[src/rtl/mem_arbiter.sv]
// Two-client round-robin arbiter in front of the external memory model.
// Write data stays locked to the granted owner until its single beat fires.
`ifndef MEM_ADDR_BITS
`define MEM_ADDR_BITS 32
`endif
`ifndef MEM_DATA_BITS
`define MEM_DATA_BITS 128
`endif
`ifndef MEM_TAG_BITS
`define MEM_TAG_BITS 5
`endif

module mem_arbiter (
    input  logic                           clk,
    input  logic                           reset,

    input  logic                           c0_req_valid,
    output logic                           c0_req_ready,
    input  logic                           c0_req_rw,
    input  logic [`MEM_ADDR_BITS-1:0]      c0_req_addr,
    input  logic [`MEM_TAG_BITS-2:0]       c0_req_tag,
    input  logic                           c0_req_data_valid,
    output logic                           c0_req_data_ready,
    input  logic [`MEM_DATA_BITS-1:0]      c0_req_data_bits,
    input  logic [`MEM_DATA_BITS/8-1:0]    c0_req_data_mask,
    output logic                           c0_resp_valid,
    output logic [`MEM_DATA_BITS-1:0]      c0_resp_data,
    output logic [`MEM_TAG_BITS-2:0]       c0_resp_tag,

    input  logic                           c1_req_valid,
    output logic                           c1_req_ready,
    input  logic                           c1_req_rw,
    input  logic [`MEM_ADDR_BITS-1:0]      c1_req_addr,
    input  logic [`MEM_TAG_BITS-2:0]       c1_req_tag,
    input  logic                           c1_req_data_valid,
    output logic                           c1_req_data_ready,
    input  logic [`MEM_DATA_BITS-1:0]      c1_req_data_bits,
    input  logic [`MEM_DATA_BITS/8-1:0]    c1_req_data_mask,
    output logic                           c1_resp_valid,
    output logic [`MEM_DATA_BITS-1:0]      c1_resp_data,
    output logic [`MEM_TAG_BITS-2:0]       c1_resp_tag,

    output logic                           mem_req_valid,
    input  logic                           mem_req_ready,
    output logic                           mem_req_rw,
    output logic [`MEM_ADDR_BITS-1:0]      mem_req_addr,
    output logic [`MEM_TAG_BITS-1:0]       mem_req_tag,
    output logic                           mem_req_data_valid,
    input  logic                           mem_req_data_ready,
    output logic [`MEM_DATA_BITS-1:0]      mem_req_data_bits,
    output logic [`MEM_DATA_BITS/8-1:0]    mem_req_data_mask,
    input  logic                           mem_resp_valid,
    input  logic [`MEM_DATA_BITS-1:0]      mem_resp_data,
    input  logic [`MEM_TAG_BITS-1:0]       mem_resp_tag
);

    localparam int AW = `MEM_ADDR_BITS;
    localparam int DW = `MEM_DATA_BITS;
    localparam int TW = `MEM_TAG_BITS;
    localparam int CT = TW - 1;
    localparam int MW = DW / 8;

    typedef enum logic [1:0] {
        IDLE  = 2'd0,
        REQ   = 2'd1,
        WDATA = 2'd2
    } state_t;

    state_t state_q, state_d;
    logic   grant_q, grant_d;
    logic   last_q,  last_d;

    logic          own_req_valid;
    logic          own_rw;
    logic [AW-1:0] own_addr;
    logic [CT-1:0] own_tag;
    logic          own_data_valid;
    logic [DW-1:0] own_data_bits;
    logic [MW-1:0] own_data_mask;

    logic req_fire;
    logic data_fire;

    // Owner view: everything below only looks at the granted client.
    always_comb begin
        own_req_valid  = grant_q ? c1_req_valid      : c0_req_valid;
        own_rw         = grant_q ? c1_req_rw         : c0_req_rw;
        own_addr       = grant_q ? c1_req_addr       : c0_req_addr;
        own_tag        = grant_q ? c1_req_tag        : c0_req_tag;
        own_data_valid = grant_q ? c1_req_data_valid : c0_req_data_valid;
        own_data_bits  = grant_q ? c1_req_data_bits  : c0_req_data_bits;
        own_data_mask  = grant_q ? c1_req_data_mask  : c0_req_data_mask;
    end

    assign req_fire  = (state_q == REQ)   && own_req_valid  && mem_req_ready;
    assign data_fire = (state_q == WDATA) && own_data_valid && mem_req_data_ready;

    always_ff @(posedge clk) begin
        if (reset) begin
            state_q <= IDLE;
            grant_q <= 1'b0;
            last_q  <= 1'b1;
        end else begin
            state_q <= state_d;
            grant_q <= grant_d;
            last_q  <= last_d;
        end
    end

    always_comb begin
        state_d = state_q;
        grant_d = grant_q;
        last_d  = last_q;
        unique case (state_q)
            IDLE: begin
                if (c0_req_valid && c1_req_valid) begin
                    grant_d = ~last_q;
                    state_d = REQ;
                end else if (c0_req_valid || c1_req_valid) begin
                    grant_d = c1_req_valid;
                    state_d = REQ;
                end
            end
            REQ: begin
                if (req_fire) begin
                    last_d  = grant_q;
                    state_d = own_rw ? WDATA : IDLE;
                end
            end
            WDATA: begin
                if (data_fire) begin
                    state_d = IDLE;
                end
            end
            default: state_d = IDLE;
        endcase
    end

    always_comb begin
        mem_req_valid      = 1'b0;
        mem_req_rw         = own_rw;
        mem_req_addr       = own_addr;
        mem_req_tag        = {grant_q, own_tag};
        mem_req_data_valid = 1'b0;
        mem_req_data_bits  = own_data_bits;
        mem_req_data_mask  = own_data_mask;
        c0_req_ready       = 1'b0;
        c1_req_ready       = 1'b0;
        c0_req_data_ready  = 1'b0;
        c1_req_data_ready  = 1'b0;
        unique case (state_q)
            IDLE: ;
            REQ: begin
                mem_req_valid = own_req_valid;
                c0_req_ready  = ~grant_q & mem_req_ready;
                c1_req_ready  =  grant_q & mem_req_ready;
            end
            WDATA: begin
                mem_req_data_valid = own_data_valid;
                c0_req_data_ready  = ~grant_q & mem_req_data_ready;
                c1_req_data_ready  =  grant_q & mem_req_data_ready;
            end
            default: ;
        endcase
    end

    // Responses bypass the FSM; the tag MSB names the issuing client.
    assign c0_resp_valid = mem_resp_valid & ~mem_resp_tag[TW-1];
    assign c1_resp_valid = mem_resp_valid &  mem_resp_tag[TW-1];
    assign c0_resp_tag   = mem_resp_tag[CT-1:0];
    assign c1_resp_tag   = mem_resp_tag[CT-1:0];
    assign c0_resp_data  = mem_resp_data;
    assign c1_resp_data  = mem_resp_data;

endmodule

[config.mk]
export PLATFORM = sky130hd
export DESIGN_NAME = mem_arbiter
export DESIGN_NICKNAME = d
export VERILOG_FILES = /design/src/rtl/mem_arbiter.sv
export SDC_FILE = /design/constraint.sdc
export NUM_CORES = 1
export LEC_CHECK = 0
export BUFFER_PORTS_ARGS = -buffer_cell sky130_fd_sc_hd__buf_2
export CORE_AREA = 5 5 369 371
export DETAILED_ROUTE_END_ITERATION = 8
export DIE_AREA = 0 0 374 376
export SLEW_MARGIN = 20
export SYNTH_ARGS = -nofsm -noshare
export SYNTH_HDL_FRONTEND = slang
export SYNTH_SLANG_ARGS = --single-unit
[constraint.sdc]
create_clock -name clk -period 1.8 [get_ports clk]
set_input_delay 0.09 -clock clk [delete_from_list [all_inputs] [get_ports clk]]
set_output_delay 0.09 -clock clk [all_outputs]
set_load 0.05 [all_outputs]
; Word-level counts from Yosys, hierarchy flattened
; Cells that the tools add are included.
[word_totals]
wordCells = 49
in_bits = 504
register_bits = 4
[op_classes]
n_eq_ne = 5
n_mux = 21
n_reduce_logical = 11
n_bitwise = 9
[ops]
columns = operator, count
row1 = $mux 128, 1
row2 = $mux 32, 1
row3 = $mux 16, 1
row4 = $mux 1, 11
row5 = $mux 2, 5
row6 = $and 1x1->1, 6
row7 = $pmux 2 s3, 1
row8 = $logic_and 1x1->1, 5
row9 = $mux 4, 1
row10 = $ne 2x2->1 const B, 2
row11 = $reduce_and 2->1, 2
row12 = $ne 3x3->1 const B, 1
row13 = $not 1->1, 3
row14 = $reduce_and 3->1, 1
row15 = $eq 2x1->1 const B, 1
row16 = $eq 2x2->1 const B, 1
row17 = $logic_not 2->1, 1
row18 = $reduce_bool 2->1, 1
row19 = $logic_or 1x1->1, 1

; Logic depth before layout (Yosys ltp)
[depth]
ltp_word = 5
depth_mapped = 5
ltp_nobuf = 3

; Least setup slack after synthesis
; OpenSTA, ideal clock, no wires.
[synth_timing]
path_type = register to output
startpoint = register grant_q
endpoint = output port mem_req_valid
n_path_buf = 1
stages_incl_launch_ff = 4
required_time_ns = 1.710
arrival_time_ns = 1.742
slack_ns = -0.032
path_cell_list = dfxtp_1 -> buf_4 -> mux2i_1 -> nor3b_1
[synth_via]
elab_chain_cells = 2
[synth_rtl]
columns = item, line_no
row1 = "start, declared", 70  ; logic grant_q, grant_d;
row2 = "start signal, assigned", 105  ; grant_q <= grant_d;
row3 = $mux 1, 86  ; own_req_valid = grant_q ? c1_req_valid : c0_req_valid;
row4 = $mux 1, 151  ; unique case (state_q)
row5 = "end, declared", 43  ; output logic mem_req_valid,
; Every way passes these cells.

; Worst setup path after layout
[layout_timing]
startpoint = register grant_q
endpoint = output port mem_req_addr[10]
[layout_via]
elab_chain_cells = 1
[layout_rtl]
columns = item, line_no
row1 = $mux 32, 88  ; own_addr = grant_q ? c1_req_addr : c0_req_addr;
row2 = "end, declared", 46  ; output logic [`MEM_ADDR_BITS-1:0] mem_req_addr,
; Every way passes these cells.

==> flow_metrics.tcl <==
set metrics [dict create \
    crit_path_max_fanout 35 \
    min_period_ps 1760 \
    grt_max_degree 36 \
    routedWlPerCell_um 34.0 \
    p_leak_nw 3.12 \
    cp-end-kind "primary output" \
    postSynth.asyncResetShare_pct 0 \
    netlist_top_cells_area "mux2_2 (46%), buf_4 (45%), buf_2 (2.2%)" \
    routed-wl-met3_um 17500 \
    synth_area_per_cell_um2 8.78 \
    report.final.hold_viol_count 0 \
    core_area_um2 133000 \
    clk-insertion-delay-late_ps 230 \
    critPathSlowestCell "mux2_2" \
    place_congestion 0.898 \
    syn_to_final_growth_pct 74.1 \
    vias_per_cell 2.06 \
    gr-total-overflow 0 \
    outcome "finished, final reports clean" \
    grt_pass1_vias 5304 \
    syn-num-nets 1006 \
    pin_count 958 \
    yosysTopAreaCellShare_pct 46.0 \
    cts_root_buffer "clkbuf_16" \
    dieWidth_um 374 \
    synth_edf_count 0 \
    grt_pass1_wl_um 101000 \
    r2r_cells 5 \
    grt_usage_pct 11.8 \
    ir_worst_vdd_mv 0.222 \
    tightest_slew_ps 525 \
    required_ps 1710 \
    pwr_density_cell_nw_per_um2 492 \
    cts_max_level 1 \
    mostFrequentLayoutCell "buf_2" \
    portBuffers 561 \
    setup_tns_ps 0 \
    crit_type "flop to primary output" \
    hold_depth 2 \
    clk_pin_slew_ps 30 \
    fin_util_pct 5.78 \
    drv_cap 0 \
    yosys_warnings 0 \
    detail-route-antenna-nets 0 \
    wl_met1_um 29900 \
    first_iter_violations 228 \
    worstPathArrival_ps 1670 \
    max_slew_margin_pct 65.2 \
    syn_inst 502 \
    holdCritPathClass "primary input to flop" \
    yosys_register_bits 4 \
    routed-wl-met2_um 38500 \
    cp_slowest_stage_delay_ps 380 \
    final_cell_mix "buf_2 (557), mux2_2 (180), buf_12 (6)" \
    synth_top_area_cell "mux2_2" \
    grt_antenna_before_repair 113 \
    synthDistinctLibCells 24 \
    drv_slew 0 \
    dominantRegCellSynth "dfxtp_1" \
    cts.sinks 4 \
    syn-cell-area_um2 4410 \
    cts_max_path_buffers 2 \
    clock_skew_ps 1.30 \
    final_nets 1298 \
    drt_pass1_iterations 6 \
    max_freq_mhz 567 \
    fin_crit_sh_pct 97.9 \
    routed-via-count 5323 \
    setup_viol 0 \
    crit_path_start_kind "flop" \
    die_area_um2 141000 \
    die_h_um 376 \
    design_area_um2 7670 \
    initial_utilization_pct 3.32 \
    power_mw 3.77 \
    routed_wl_um 87800 \
    dpl.hpwl_um 84900 \
    cts_tree "built" \
    layout-drive-gt1-share_pct 96.0 \
    rsz0062_at_grt "no" \
    dpl_cell_area_um2 7480 \
    cts_made_buffers 3 \
    crit_chain "buf_12 -> buf_16 -> mux2_2 -> clkbuf_4" \
    ys_seq_area_share_pct 1.82 \
    drc 0 \
    hold-worst-slack_ps 90.0 \
    highest_layer "met5" \
    num_rows 134 \
]
==> flip-flops by register name (all words and copies together), names as in the netlist <==
name / flops
state_q: 2
grant_q: 1
last_q: 1
==> layout make-up <==
class | instances | area (µm²)
fillers | 15700 | 125000
repair buffers | 573 | 3010
multi-input cells | 209 | 2230
well taps | 1768 | 2210
flip-flops and latches | 4 | 83.8
clock buffers | 4 | 78.8
diodes | 20 | 50.0
inverters | 3 | 11.3
==> metrics by stage <==
stage	setup WS, ps	cells
3_5_place_dp	67.1	2553
6_report	37.1	2581
4_1_cts	26.0	2561
5_1_grt	1.80	2561
3_3_place_gp	100	2553
2_1_floorplan	259	502
==> worst paths after layout <==
| kind | start | to | slack [ps] |
|---|---|---|---|
| hold / removal | reset | grant_q | 90 |
| setup / recovery | grant_q | mem_req_addr[10] | 40 |
| hold reg to reg | last_q | last_q | 550 |
| setup reg to reg | grant_q | state_q[1] | 190 |
==> repair_timing <==
action                     CTS  global route
cloned                       0             0
resized for setup            1             5
setup endpoints to repair  172             4
hold buffers                 0             0
buffers inserted             4             0
==> cell usage after synthesis (all sizes together) (2+ instances only) <==
library cell / instances
nor2: 4
mux2i: 2
nand2: 3
mux2: 181
a21oi: 2
dfxtp: 4
buf: 285
and3: 2
nor2b: 3
inv: 3
o21ai: 2
==> cells by family (layout without fill, tap and decap cells) <==
logic type / after synthesis / after routing / share of synthesized area [%]
buffers and inverters: 289 / 580 / 47.8
muxes: 183 / 183 / 46.8
and+or+nand+nor: 18 / 18 / 2.22
AOI/OAI and AO/OA: 8 / 8 / 1.33
DFF: 4 / 4 / 1.82
other: 0 / 20 / 0
==> critical path, delay by kind of cell (launching register included) <==
family                 cells  cell delay, ps
flip-flops                 1             350
multiplexers               1             380
buffers and inverters      3             630
==> metal layers <==
metal	track usage [%]	up-vias
met2	18.8	801
met3	11.2	197
met4	1.13	96
met5	0.103	-
met1	11.6	2185
li1	-	2044
==> power by group <==
part	switching (mW)	internal (mW)	total (mW)
combinational	2.39	0.910	3.30
sequential	0.00700	0.0944	0.101
clock	0.0768	0.294	0.371
Power figures use the tool's default switching activity.
